[config.mk]
export PLATFORM = sky130hd
export DESIGN_NAME = matrix_readout
export DESIGN_NICKNAME = d
export VERILOG_FILES = /design/src/rtl/matrix_pkg.sv /design/src/rtl/readout_fifo.sv /design/src/rtl/matrix_readout.sv
export SDC_FILE = /design/constraint.sdc
export NUM_CORES = 1
export LEC_CHECK = 0
export CORE_ASPECT_RATIO = 0.6
export CORE_MARGIN = 5
export CORE_UTILIZATION = 30
export CTS_CLUSTER_SIZE = 10
export DETAILED_ROUTE_END_ITERATION = 10
export HOLD_SLACK_MARGIN = 0.06
export SLEW_MARGIN = 10
export SYNTH_ARGS = -nofsm -noshare
export SYNTH_HDL_FRONTEND = slang
export SYNTH_SLANG_ARGS = --single-unit
[constraint.sdc]
create_clock -name clk -period 6.65 [get_ports clk]
set_input_delay 1.33 -clock clk [delete_from_list [all_inputs] [get_ports clk]]
set_output_delay 1.33 -clock clk [all_outputs]
set_load 0.02 [all_outputs]
[src/rtl/matrix_pkg.sv]
// Shared constants, readout FSM states and the streamed entry format for the
// 12x12x36b result array readout path.
package matrix_pkg;
  localparam int ROWS   = 12;
  localparam int COLS   = 12;
  localparam int DATA_W = 36;
  localparam int AW     = 4;

  typedef enum logic [1:0] {IDLE, ISSUE, DRAIN} rd_state_e;

  typedef struct packed {
    logic [DATA_W-1:0] data;
    logic [AW-1:0]     row;
    logic [AW-1:0]     col;
    logic              last;
  } entry_t;
endpackage

[src/rtl/readout_fifo.sv]
// Synchronous FIFO of readout entries; DEPTH must be a power of 2 so the
// pointers wrap naturally.
module readout_fifo
  import matrix_pkg::*;
#(
  parameter int DEPTH = 4,
  parameter int CW    = $clog2(DEPTH) + 1
) (
  input  logic          clk,
  input  logic          rst_n,
  input  logic          push,
  input  entry_t        push_entry,
  input  logic          pop,
  output entry_t        head,
  output logic [CW-1:0] count,
  output logic          full,
  output logic          empty
);
  localparam int PW = $clog2(DEPTH);

  entry_t        mem [DEPTH];
  logic [PW-1:0] wr_ptr, rd_ptr;
  logic          do_push, do_pop;

  assign full    = (count == CW'(DEPTH));
  assign empty   = (count == '0);
  assign do_pop  = pop && !empty;
  // a pop frees the slot, so push on full is legal when paired with a pop
  assign do_push = push && (!full || do_pop);
  assign head    = mem[rd_ptr];

  always_ff @(posedge clk or negedge rst_n) begin
    if (!rst_n) begin
      wr_ptr <= '0;
      rd_ptr <= '0;
      count  <= '0;
      for (int i = 0; i < DEPTH; i++) mem[i] <= '0;
    end else begin
      if (do_push) begin
        mem[wr_ptr] <= push_entry;
        wr_ptr      <= wr_ptr + 1'b1;
      end
      if (do_pop) rd_ptr <= rd_ptr + 1'b1;
      count <= count + CW'(do_push) - CW'(do_pop);
    end
  end
endmodule

[src/rtl/matrix_readout.sv]
// Streams every entry of the result array out on a valid/ready port.
// MATRIX_READOUT_COLMAJOR_EN selects column-major walk order (default row-major).
module matrix_readout
  import matrix_pkg::*;
#(
  parameter int FIFO_DEPTH = 4
) (
  input  logic              clk,
  input  logic              rst_n,
  input  logic              start,
  input  logic              arr_wr_active,
  output logic [AW-1:0]     arr_addr_row,
  output logic [AW-1:0]     arr_addr_col,
  output logic              arr_read_en,
  input  logic [DATA_W-1:0] arr_data,
  output logic              out_valid,
  input  logic              out_ready,
  output logic [DATA_W-1:0] out_data,
  output logic [AW-1:0]     out_row,
  output logic [AW-1:0]     out_col,
  output logic              out_last,
  output logic              busy,
  output logic              done
);
  localparam int CW = $clog2(FIFO_DEPTH) + 1;

  rd_state_e     state, nxt_state;
  logic [AW-1:0] row_cnt, col_cnt, row_d1, col_d1;
  logic          rd_d1, last_d1, is_last_addr, credit_ok, pop;
  logic [CW-1:0] fifo_count;
  logic [CW:0]   occ;
  logic          fifo_full, fifo_empty;
  entry_t        head, push_entry;

  assign is_last_addr = (row_cnt == AW'(ROWS-1)) && (col_cnt == AW'(COLS-1));
  // entries buffered plus the read whose data returns this cycle
  assign occ          = (CW+1)'(fifo_count) + (CW+1)'(rd_d1);
  assign credit_ok    = !fifo_full && (occ < (CW+1)'(FIFO_DEPTH));
  assign arr_addr_row = row_cnt;
  assign arr_addr_col = col_cnt;

  always_ff @(posedge clk or negedge rst_n) begin
    if (!rst_n) state <= IDLE;
    else        state <= nxt_state;
  end

  always_comb begin
    nxt_state = state;
    case (state)
      IDLE:    if (start) nxt_state = ISSUE;
      ISSUE:   if (arr_read_en && is_last_addr) nxt_state = DRAIN;
      DRAIN:   if (pop && head.last) nxt_state = IDLE;
      default: nxt_state = IDLE;
    endcase
  end

  always_comb begin
    busy        = (state != IDLE);
    arr_read_en = (state == ISSUE) && !arr_wr_active && credit_ok;
  end

  always_ff @(posedge clk or negedge rst_n) begin
    if (!rst_n) begin
      row_cnt <= '0;
      col_cnt <= '0;
    end else if (arr_read_en) begin
`ifdef MATRIX_READOUT_COLMAJOR_EN
      if (row_cnt == AW'(ROWS-1)) begin
        row_cnt <= '0;
        col_cnt <= (col_cnt == AW'(COLS-1)) ? '0 : col_cnt + 1'b1;
      end else begin
        row_cnt <= row_cnt + 1'b1;
      end
`else
      if (col_cnt == AW'(COLS-1)) begin
        col_cnt <= '0;
        row_cnt <= (row_cnt == AW'(ROWS-1)) ? '0 : row_cnt + 1'b1;
      end else begin
        col_cnt <= col_cnt + 1'b1;
      end
`endif
    end
  end

  // tag travels alongside the 1-cycle array read latency
  always_ff @(posedge clk or negedge rst_n) begin
    if (!rst_n) begin
      rd_d1   <= 1'b0;
      row_d1  <= '0;
      col_d1  <= '0;
      last_d1 <= 1'b0;
      done    <= 1'b0;
    end else begin
      rd_d1 <= arr_read_en;
      if (arr_read_en) begin
        row_d1  <= row_cnt;
        col_d1  <= col_cnt;
        last_d1 <= is_last_addr;
      end
      done <= (state == DRAIN) && pop && head.last;
    end
  end

  assign push_entry = '{data: arr_data, row: row_d1, col: col_d1, last: last_d1};
  assign pop        = out_valid && out_ready;

  readout_fifo #(.DEPTH(FIFO_DEPTH), .CW(CW)) u_fifo (
    .clk       (clk),
    .rst_n     (rst_n),
    .push      (rd_d1),
    .push_entry(push_entry),
    .pop       (pop),
    .head      (head),
    .count     (fifo_count),
    .full      (fifo_full),
    .empty     (fifo_empty)
  );

  assign out_valid = !fifo_empty;
  assign out_data  = out_valid ? head.data : '0;
  assign out_row   = out_valid ? head.row  : '0;
  assign out_col   = out_valid ? head.col  : '0;
  assign out_last  = out_valid && head.last;
endmodule
Word-level counts from Yosys, hierarchy flattened
Cells that the tools add are included.
Widths: inputs -> output; s select.

word-level totals
  register bits = 208
  bits in latches = 0
  bits in writable memories = 0
  memory bits (read-only) = 0
  input bits = 41
  output and inout bits = 57
  memories kept = 0

operators by class
  add/sub/neg operators = 7
  $mul = 0
  divide/modulo/power cells = 0
  $lt $le $gt $ge = 4
  equality and inequality tests = 8
  shifts and indexed selects = 0
  mux-type cells = 15
  bitwise logic cells = 2
  reductions and logical operators = 22

operator list
  operator             number
  $bwmux 180           1
  $mux 45              3
  $bmux 45 s2          1
  $demux 45 s2         1
  $mux 36              1
  $mux 4               4
  $logic_and 1x1->1    13
  $add 4x1->4 const B  2
  $eq 4x4->1 const B   2
  $ge 3x3->1 const B   2
  $mux 2               3
  $ne 2x2->1 const B   3
  $not 2->3            2
  $pmux 2 s3           1
  $add 2x1->2 const B  2
  $add 3x1->4          1
  $lt 4x3->1 const B   1
  $add 3x1->3          1
  $eq 3x3->1 const B   1
  $logic_not 1->1      3
  $logic_not 3->1      1
  $lt 3x1->1 const B   1
  $reduce_and 3->1     1
  $sub 3x1->3          1
  6 further kinds      6

Depth between registers and ports, before layout
  word-level depth = 8
  gate-level depth with buffers = 8
  mapped depth without buffers = 7

By module
Synthesis repeated with hierarchy kept, for this count alone.

unflattened totals
  cell total of the unflattened synthesis = 600
  area total of the unflattened synthesis = 9536.6 um^2

by module, submodules not included
  module          instances  cells each  area each (um^2)  seq. area each (um^2)
  readout_fifo    1          471         8287.9            4679.5
  matrix_readout  1          129         1248.7            525.5

Worst setup path before layout
Ideal clock, no wire load.

  kind = input to output
  from = input port arr_wr_active
  to = output port arr_read_en
  data arrival time = 1843 ps
  required time = 5320 ps
  slack = 3477 ps
  stages on the path = 3
  buffers on the path = 0
  path through = nor3b_1 -> o211ai_2 -> inv_2

between the ends
  word-level cells in the longest chain between the ends = 3

RTL lines
  element                          line                  text
  start: declaration               matrix_readout.sv:11  input logic arr_wr_active,
  $logic_not 1->1                  matrix_readout.sv:59  arr_read_en = (state == ISSUE) && !arr_wr_active && credit_ok;
  $logic_and 1x1->1 (2 in series)  matrix_readout.sv:59
  end: declaration                 matrix_readout.sv:14  output logic arr_read_en,

Every way passes these cells.

Worst setup path in the final report
Same ends and word-level chain as after synthesis.

==> flow_summary.json <==
{
  "synth_nets": 664,
  "slew_headroom_pct": 32.7,
  "yosysUniqueCellTypes": 39,
  "htreeDepth": 1,
  "syn_area_um2": 10200,
  "setup_viol": 0,
  "vias": 5312,
  "grt_use_total_pct": 11.5,
  "viasPerCell": 4.53,
  "grt_pass1_vias": 5834,
  "crit_arrival_ns": 3.36,
  "cts.sink_count": 208,
  "tns_ns": 0,
  "reg2reg_from": "u_fifo.count[1]",
  "yosysSeqAreaShare_pct": 50.9,
  "min_path_type": "reg2reg",
  "max-vdd-ir-drop_uv": 215,
  "die-width_um": 248,
  "wl_per_cell_um": 18.5,
  "cp_data_required_time_ns": 5.32,
  "port_buffers": 97,
  "syn_inst": 613,
  "worstHoldPathCells": 1,
  "worstPathMaxFanout": 21,
  "clk_path_buf_depth": 3,
  "n_antenna_cell": 0,
  "rows": 52,
  "cts_tree": "yes",
  "dieArea_um2": 38000,
  "final_nets": 756,
  "antenna_found_initial": 0,
  "first_pass_iters": 4,
  "worst_skew_pair.late_latency_ns": 0.52,
  "worstHoldStart": "state[0]",
  "cts_root_buf": "clkbuf_16",
  "grt_util_met2_pct": 15.9,
  "cts_hold_buf": 0,
  "io_pins": 98,
  "final_area_um2": 12100,
  "ctsResizeCount": 0,
  "drv_cap": 0,
  "worstReg2RegEnd": "u_fifo.count[2]",
  "place_hpwl_um": 12400,
  "gr-total-overflow": 0,
  "reg2reg_depth": 7,
  "route.detailed.drc": 0,
  "clk_pin_slew_ns": 0.06,
  "cts_made_buffers": 25,
  "initialDrtViolationCount": 231,
  "pwr_density_cell_nw_per_um2": 557,
  "gr-usage-met3_pct": 2.95,
  "antenna_left": 0,
  "drive_gt1_share_pct": 38.3,
  "synth_area_per_cell_um2": 16.7,
  "layout_commonest_cell": "dfrtp_1",
  "post-route-period-util_pct": 70.5,
  "gp_congestion": 0.689,
  "yosys_warnings": 0,
  "grt_busiest_layer": "met1",
  "r2r_setup_slack_ns": 3.72,
  "cts_setup_buffers": 0,
  "p_leak_uw": 0.00561,
  "die_h_um": 153,
  "grt_pass1_wl_um": 35100,
  "cp-start-kind": "input port",
  "fin_skew_ns": 0.0121,
  "min_period_ns": 4.69,
  "grt_max_degree": 111,
  "wl_um": 21700,
  "final-hold-violation-count": 0,
  "use_met1_pct": 18.2,
  "min_to": "done",
  "worst-setup-path-type": "in2out",
  "rsz0062_at_grt": "false",
  "initial_utilization_pct": 30.4,
  "core_area_um2": 33600,
  "cp-end-kind": "output port",
  "syn_to_final_growth_pct": 18.3,
  "worstMarginPinSlew_ns": 1.01,
  "dpl_cell_area_um2": 11400,
  "outcome": "complete, no violations",
  "final_cell_mix": "206 x dfrtp_1, 160 x mux2_4, 96 x clkdlybuf4s50_1",
  "ys_seq_elements": 208,
  "slew_violations": 0,
  "max_freq_mhz": 213
}
## worst max-delay path by stage
stage                              to  depth (start not counted)  slack, ns     startpoint
after floorplan           arr_read_en                          3       3.48  arr_wr_active
after CTS                 arr_read_en                          5       1.95  arr_wr_active
after detailed placement  arr_read_en                          5       1.97  arr_wr_active
after global placement    arr_read_en                          5       1.95  arr_wr_active
final                     arr_read_en                          5       1.96  arr_wr_active
after global routing      arr_read_en                          5       1.78  arr_wr_active
## per-layer routing
| metal | wire length, um | vias up |
|---|---|---|
| li1 | - | 2380 |
| met1 | 11300 | 2804 |
| met2 | 8990 | 92 |
| met3 | 1050 | 36 |
| met4 | 383 | 0 |
| met5 | 0 | - |
## cell type report
class / count / area [um2]
fill: 3201 / 21600
sequential: 208 / 5210
clock buffer: 33 / 676
multi-input combinational: 357 / 4550
inverter: 13 / 48.8
timing repair buffer: 100 / 1010
clock inverter: 2 / 13.8
tap: 459 / 574
## kinds of logic (layout without fill, tap and decap cells)
group	after synthesis	count (layout)	synth area share (%)
multiplexers	230	230	36.2
flip-flops	208	208	50.9
AND/OR/NAND/NOR	98	98	5.72
buffers and inverters	48	148	4.51
AO/OA/AOI/OAI	15	15	1.03
adder cells (fa/ha/maj)	10	10	1.30
XOR/XNOR	4	4	0.343
## registers in the layout, indices dropped and copies added (netlist names)
register	cells
u_fifo.rd_ptr	2
row_d1	4
u_fifo.count	3
state	2
arr_addr_col	4
done	1
col_d1	4
last_d1	1
rd_d1	1
arr_addr_row	4
u_fifo.wr_ptr	2
u_fifo.mem	180
## where the power goes
group | switching, uW | internal (uW) | leakage (uW)
Clock | 510 | 699 | 0.000338
Combinational | 1250 | 1950 | 0.00273
Sequential | 452 | 1870 | 0.00254
## worst max-delay path, stage by stage
cell and delay, ns:
clkdlybuf4s50_1 0.41, nor3b_1 0.28, o211ai_2 0.41, inv_2 0.29, clkdlybuf4s50_1 0.65
## stage by stage
| stage | power [uW] | std cells | worst slack (ns) | hold slack [ns] | util [%] |
|---|---|---|---|---|---|
| 2_1_floorplan | 4570 | 613 | 3.48 | 0.456 | - |
| 3_3_place_gp | 5530 | 1137 | 1.95 | 0.484 | 33.9 |
| 3_5_place_dp | 5570 | 1137 | 1.97 | 0.488 | 33.9 |
| 4_1_cts | 6840 | 1172 | 1.95 | 0.498 | 35.9 |
| 5_1_grt | 7140 | 1172 | 1.78 | 0.515 | 35.9 |
| 6_report | 6730 | 1172 | 1.96 | 0.498 | 35.9 |
## cell usage after synthesis, drive strengths merged
cell type  number  share of area, %
fa              1              0.20
xor2            1             0.086
or3             2              0.13
nor2            7              0.26
a31o            1             0.086
clkbuf          9              0.33
dfrtp         208                51
o41a            1              0.11
o311ai          1             0.086
nor3            3              0.15
a21boi          1             0.073
o211ai          1              0.12
mux2          184                26
a31oi           1             0.061
nor3b           2              0.15
mux4           45               9.9
inv            13              0.48
and4            1             0.098
a21o            1             0.073
ha              9               1.1
nand2          30               1.7
or2             1             0.061
nand2b          1             0.061
o21ai           7              0.34
mux2i           1             0.098
o31ai           1             0.073
buf            26               3.7
nand3           4              0.20
xnor2           3              0.26
and2           47               2.9
Power figures use the tool's default switching activity.
